===== src/rtl/maxpool_wb_if.sv =====
// Stream port of the 2x2 max-pool writeback stage.
// The master drives pixels and start; the slave returns pooled memory writes.
interface maxpool_wb_if #(
    parameter int DATA_W = 16
);
    logic                     start;
    logic                     in_valid;
    logic signed [DATA_W-1:0] in_data;
    logic                     out_valid;
    logic signed [DATA_W-1:0] out_data;
    logic [15:0]              out_addr;
    logic                     plane_done;
    logic                     layer_done;

    modport master (
        output start, in_valid, in_data,
        input  out_valid, out_data, out_addr,
        input  plane_done, layer_done
    );

    modport slave (
        input  start, in_valid, in_data,
        output out_valid, out_data, out_addr,
        output plane_done, layer_done
    );
endinterface


===== src/rtl/maxpool_wb.sv =====
// 2x2 stride-2 max-pool with optional ReLU over raster-order neuron results.
// Writes pooled results out as an address/data stream, plane after plane.
module maxpool_wb #(
    parameter int DATA_W     = 16,
    parameter int IMG_W      = 28,
    parameter int IMG_H      = 28,
    parameter int NUM_PLANES = 6,
    parameter bit RELU_EN    = 1
) (
    input logic        clk,
    input logic        rst,
    maxpool_wb_if.slave bus
);
    localparam int HW  = IMG_W / 2;
    localparam int PSZ = HW * (IMG_H / 2);
    localparam int CW  = $clog2(IMG_W);
    localparam int RW  = $clog2(IMG_H);
    localparam int PW  = (NUM_PLANES > 1) ? $clog2(NUM_PLANES) : 1;
    localparam int LW  = (HW > 1) ? $clog2(HW) : 1;

    typedef enum logic [1:0] {
        S_IDLE,
        S_ACTIVE,
        S_DONE
    } state_t;

    state_t r_state, w_state_n;

    logic [CW-1:0] r_col;
    logic [RW-1:0] r_row;
    logic [PW-1:0] r_plane;

    logic signed [DATA_W-1:0] r_h;
    logic signed [DATA_W-1:0] r_lb [HW];

    logic                     r_ov;
    logic signed [DATA_W-1:0] r_od;
    logic [15:0]              r_oa;
    logic                     r_pd;
    logic                     r_ld;

    logic                     w_acc;
    logic                     w_col_last;
    logic                     w_row_last;
    logic                     w_pl_last;
    logic                     w_last_px;
    logic                     w_last_all;
    logic                     w_emit;
    logic [LW-1:0]            w_lbi;
    logic signed [DATA_W-1:0] w_hmax;
    logic signed [DATA_W-1:0] w_vmax;
    logic signed [DATA_W-1:0] w_res;
    logic [15:0]              w_addr;

    function automatic logic signed [DATA_W-1:0] max2(
        input logic signed [DATA_W-1:0] a,
        input logic signed [DATA_W-1:0] b
    );
        return (a > b) ? a : b;
    endfunction

    // start outranks a coincident pixel, which is dropped
    assign w_acc      = bus.in_valid && !bus.start &&
                        (r_state == S_ACTIVE);
    assign w_col_last = (r_col == CW'(IMG_W - 1));
    assign w_row_last = (r_row == RW'(IMG_H - 1));
    assign w_pl_last  = (r_plane == PW'(NUM_PLANES - 1));
    assign w_last_px  = w_acc && w_col_last && w_row_last;
    assign w_last_all = w_last_px && w_pl_last;
    assign w_emit     = w_acc && r_col[0] && r_row[0];

    assign w_lbi  = LW'(r_col >> 1);
    assign w_hmax = max2(r_h, bus.in_data);
    assign w_vmax = max2(r_lb[w_lbi], w_hmax);
    assign w_res  = (RELU_EN && w_vmax[DATA_W-1]) ? '0 : w_vmax;
    assign w_addr = 16'(r_plane) * 16'(PSZ) +
                    16'(r_row >> 1) * 16'(HW) +
                    16'(w_lbi);

    always_comb begin
        w_state_n = r_state;
        unique case (r_state)
            S_IDLE:   if (bus.start) w_state_n = S_ACTIVE;
            S_ACTIVE: begin
                if (bus.start)       w_state_n = S_ACTIVE;
                else if (w_last_all) w_state_n = S_DONE;
            end
            S_DONE:   if (bus.start) w_state_n = S_ACTIVE;
            default:  w_state_n = S_IDLE;
        endcase
    end

    always_ff @(posedge clk or posedge rst) begin
        if (rst) r_state <= S_IDLE;
        else     r_state <= w_state_n;
    end

    always_ff @(posedge clk or posedge rst) begin
        if (rst) begin
            r_col   <= '0;
            r_row   <= '0;
            r_plane <= '0;
        end else if (bus.start) begin
            r_col   <= '0;
            r_row   <= '0;
            r_plane <= '0;
        end else if (w_acc) begin
            r_col <= w_col_last ? '0 : r_col + CW'(1);
            if (w_col_last)
                r_row <= w_row_last ? '0 : r_row + RW'(1);
            if (w_col_last && w_row_last)
                r_plane <= w_pl_last ? '0 : r_plane + PW'(1);
        end
    end

    // datapath storage is always written before it is read
    always_ff @(posedge clk) begin
        if (w_acc && !r_col[0])
            r_h <= bus.in_data;
        if (w_acc && r_col[0] && !r_row[0])
            r_lb[w_lbi] <= w_hmax;
    end

    always_ff @(posedge clk or posedge rst) begin
        if (rst) begin
            r_ov <= 1'b0;
            r_od <= '0;
            r_oa <= '0;
            r_pd <= 1'b0;
            r_ld <= 1'b0;
        end else begin
            r_ov <= w_emit;
            r_pd <= w_last_px;
            if (w_emit) begin
                r_od <= w_res;
                r_oa <= w_addr;
            end
            if (bus.start)       r_ld <= 1'b0;
            else if (w_last_all) r_ld <= 1'b1;
        end
    end

    assign bus.out_valid  = r_ov;
    assign bus.out_data   = r_od;
    assign bus.out_addr   = r_oa;
    assign bus.plane_done = r_pd;
    assign bus.layer_done = r_ld;
endmodule

===== src/flat_wrapper.sv =====
// flat-port wrapper written by rule: the top's interface ports become plain ports
module maxpool_wb_flat 
#(
    parameter int DATA_W     = 16,
    parameter int IMG_W      = 28,
    parameter int IMG_H      = 28,
    parameter int NUM_PLANES = 6,
    parameter bit RELU_EN    = 1
)
  (clk, rst, bus_start, bus_in_valid, bus_in_data, bus_out_valid, bus_out_data, bus_out_addr, bus_plane_done, bus_layer_done);
  maxpool_wb_if #(.DATA_W(DATA_W)) bus_i ();
  input logic clk;
  input logic rst;
  input wire logic [$bits(bus_i.start)-1:0] bus_start;
  input wire logic [$bits(bus_i.in_valid)-1:0] bus_in_valid;
  input wire logic [$bits(bus_i.in_data)-1:0] bus_in_data;
  output wire logic [$bits(bus_i.out_valid)-1:0] bus_out_valid;
  output wire logic [$bits(bus_i.out_data)-1:0] bus_out_data;
  output wire logic [$bits(bus_i.out_addr)-1:0] bus_out_addr;
  output wire logic [$bits(bus_i.plane_done)-1:0] bus_plane_done;
  output wire logic [$bits(bus_i.layer_done)-1:0] bus_layer_done;
  assign bus_i.start = bus_start;
  assign bus_i.in_valid = bus_in_valid;
  assign bus_i.in_data = bus_in_data;
  assign bus_out_valid = bus_i.out_valid;
  assign bus_out_data = bus_i.out_data;
  assign bus_out_addr = bus_i.out_addr;
  assign bus_plane_done = bus_i.plane_done;
  assign bus_layer_done = bus_i.layer_done;
  maxpool_wb #(.DATA_W(DATA_W), .IMG_W(IMG_W), .IMG_H(IMG_H), .NUM_PLANES(NUM_PLANES), .RELU_EN(RELU_EN)) u_core (.clk(clk), .rst(rst), .bus(bus_i));
endmodule

===== config.mk =====
export PLATFORM = sky130hd
export DESIGN_NAME = maxpool_wb_flat
export DESIGN_NICKNAME = d
export VERILOG_FILES = /design/src/rtl/maxpool_wb_if.sv /design/src/rtl/maxpool_wb.sv /design/src/flat_wrapper.sv
export SDC_FILE = /design/constraint.sdc
export NUM_CORES = 1
export LEC_CHECK = 0
export CELL_PAD_IN_SITES_DETAIL_PLACEMENT = 2
export CELL_PAD_IN_SITES_GLOBAL_PLACEMENT = 2
export CORE_MARGIN = 2
export CORE_UTILIZATION = 49
export DETAILED_ROUTE_END_ITERATION = 10
export GPL_ROUTABILITY_DRIVEN = 1
export PLACE_DENSITY = 0.95
export SYNTH_ARGS = -nofsm -noshare
export SYNTH_HDL_FRONTEND = slang
export SYNTH_SLANG_ARGS = --single-unit

===== constraint.sdc =====
create_clock -name clk -period 12.48 [get_ports clk]
set_input_delay 3.12 -clock clk [delete_from_list [all_inputs] [get_ports clk]]
set_output_delay 3.12 -clock clk [all_outputs]
set_load 0.01 [all_outputs]

==> flow_summary.json <==
{
  "core_area_sq_mm": 0.0260,
  "outcome": "complete, no violations",
  "path_clk_slew_ns": 0.07,
  "min_path_type": "flip-flop to flip-flop",
  "cts-root-buf": "clkbuf_16",
  "first_pass_iters": 5,
  "synth-simple-area-share": 0.0575,
  "wirelength_um": 47100,
  "final_cell_mix": "edfxtp_1, inv_1, nand2_1",
  "arrival_ns": 9.14,
  "cts_resized": 0,
  "clockBufferDepth": 3,
  "final_cells": 1263,
  "cts_buffers": 31,
  "synth-async-reset-ratio": 0.158,
  "slew_violations": 0,
  "hold_violations": 0,
  "hold_buffers": 0,
  "grt_pass1_vias": 9467,
  "ant_nets": 0,
  "synthMuxAreaShare": 0.118,
  "yosysSeqAreaShare": 0.643,
  "cts_tree": "yes",
  "worstRegToRegCells": 16,
  "synth_adder_area_share": 0.0658,
  "die-width_um": 167,
  "powerDensity_mw_per_mm2": 147,
  "drc": 0,
  "utilization": 0.572,
  "post-cts-setup-buffers": 0,
  "synth_top_family_by_area": "multiplexers",
  "setup_violations": 0,
  "post_drt_wl_per_cell_um": 37.3,
  "synth-seq-cells": 285,
  "netlist_area_sq_mm": 0.0130,
  "dp_cells": 1208,
  "fmax_ghz": 0.115,
  "ys_warn_count": 0,
  "nets": 990,
  "end_kind": "flip-flop",
  "worstSetupStartpointType": "input port",
  "yosysTopAreaCell": "edfxtp_1",
  "grt_pass1_wl_um": 69400,
  "synth_top_area_frac": 0.556,
  "antennaDiodeCount": 0,
  "synth.area.top_cells": "edfxtp_1, mux4_2, dfrtp_1",
  "dieArea_sq_mm": 0.0278,
  "cts.sinks": 285,
  "tns_ns": 0,
  "layout-drive-gt1-share": 0.166,
  "portBuffers": 49,
  "hold_depth": 2,
  "layout_commonest_cell": "edfxtp_1",
  "period_needed_ns": 8.73,
  "syn_inst": 836,
  "initial_core_util": 0.499,
  "ys_types": 64,
  "synth_edf_count": 240,
  "synth-xor-area-share": 0.00608,
  "vias": 8317,
  "grt_overflow": 0,
  "final.period_utilization": 0.699,
  "cpPeakStageDelay_ns": 0.83,
  "synth-compound-area-share": 0.0757,
  "grt_setup_unrepaired": "false",
  "grt_antenna_before_repair": 0,
  "drt_iter0_drc": 854,
  "ir_drop_uv": 146,
  "avgSynthCellArea_sq_um": 15.5,
  "critical_path_class": "input port to flip-flop",
  "clk_latency_ns": 0.59,
  "dp_hpwl_um": 28800,
  "fillers": 2244,
  "h-tree-depth": 1,
  "crit_path_top_delay_cell": "o31ai_4",
  "maxCapViolCount": 0,
  "grt_usage": 0.344,
  "place_congestion": 0.846,
  "grt_max_degree": 64,
  "areaGrowthSynthToFinish_pct": 14.8,
  "timing.slew.headroom": 0.277,
  "die_h_um": 167,
  "cp.required_ns": 12.89,
  "fin_skew_ns": 0.0208,
  "ioPinCount": 55,
  "rows": 59,
  "via_per_inst": 6.59,
  "synth_ff_type": "edfxtp_1",
  "path_cells": "clkdlybuf4s50_1 > inv_1 > ha_1 > nand4_1 > a2111o_1 > a31oi_2 > buf_4 > mux2_2 > inv_1 > ha_1 > nand3_1 > nor3_1 > a21oi_1 > and3_1 > mux2i_1 > mux2i_2 > o31ai_4 > o221ai_2",
  "path_max_fanout": 17,
  "leakagePower_nw": 5.50,
  "tightestPinTransition_ns": 1.08
}
[power by group]
part,switching (mW),total [mW],internal (mW),leakage [nW]
clock network,0.396,0.920,0.523,0.477
logic,0.131,0.196,0.0646,2.24
registers,0.0111,1.07,1.06,2.79
total,0.539,2.18,1.64,5.50
[worst paths after layout]
kind / from / to / slack, ns
max in group asynchronous: rst / u_core.r_col[1] / 8.56
hold reg to reg: u_core.bus.out_addr[9] / u_core.bus.out_addr[9] / 0.52
setup / recovery: bus_in_data[14] / u_core.bus.out_data[4] / 3.75
min in group asynchronous: rst / u_core.bus.out_data[2] / 3.12
hold / removal: u_core.bus.out_addr[9] / u_core.bus.out_addr[9] / 0.52
setup reg to reg: u_core.r_h[13] / u_core.bus.out_data[4] / 6.42
[routing by layer]
layer,global-route usage,wire [um],vias to the layer above
li1,-,-,3314
met1,0.427,18100,4401
met2,0.594,24000,444
met3,0.0568,2680,158
met4,0.162,2400,0
met5,0,0,-
[synthesized netlist by cell type, types with 2 or more instances]
master     instances
dfrtp_1           45
buf_4              8
xnor2_1            3
o21a_1            12
inv_2              2
a21oi_1           39
buf_2              9
xor2_1             6
edfxtp_1         240
o21ai_0           18
o211ai_1          16
nor2b_1            8
mux4_2            51
a2bb2oi_1          3
nand3_1           11
inv_1             63
o221ai_2           9
or3_1              5
nand2b_1           8
mux2_2            10
a31oi_1            3
nand4b_1           2
nand4_1            4
o31ai_1            3
nand2_1           61
clkbuf_1          18
a21o_1             6
fa_1               7
buf_1              3
mux2i_1           25
nor3_1             7
a311oi_1           2
ha_1              57
and3_1             3
nor2_1            40
[stage by stage]
stage / hold slack (ns) / setup WS [ns] / power (mW) / instance area (sq um)
after floorplan: 0.445 / 5.31 / 1.19 / 13000
after CTS: 0.517 / 3.86 / 2.19 / 14900
after global placement: 0.457 / 4.24 / 1.24 / 13900
final: 0.517 / 3.75 / 2.18 / 14900
after global routing: 0.542 / 3.53 / 2.23 / 14900
after detailed placement: 0.494 / 3.59 / 1.27 / 13900
[flip-flops by register name, summed over array words and instances (netlist names)]
name	count
u_core.bus.layer_done	1
u_core.r_plane	3
u_core.bus.out_valid	1
u_core.r_state	2
u_core.r_row	5
u_core.bus.plane_done	1
u_core.r_h	16
u_core.bus.out_data	15
u_core.bus.out_addr	12
u_core.r_lb	224
u_core.r_col	5
[area by class of cell]
cell class              count  area [sq um]  area share
repair buffers             72           663      0.0446
well taps                 335           419      0.0282
multi-input cells         451          4220       0.284
clock inverters            11           121     0.00816
clock buffers              44           866      0.0582
inverters                  65           244      0.0164
flip-flops and latches    285          8340       0.561
[cells by family after synthesis]
logic type                 Yosys count
DFF                                285
adders and majority gates           64
other                                1
and+or+nand+nor                    158
muxes                               87
xor gates and xnor gates             9
buffers and inverters              104
AOI/OAI and AO/OA                  128
[critical path: cells and delay by family]
kind | cells | cell delay, ns
muxes | 3 | 0.83
AOI/OAI and AO/OA | 5 | 2.45
and+or+nand+nor | 4 | 0.87
adders and majority gates | 2 | 0.74
buffers and inverters | 4 | 1.10
No activity file was read; power rests on OpenSTA's default activity.
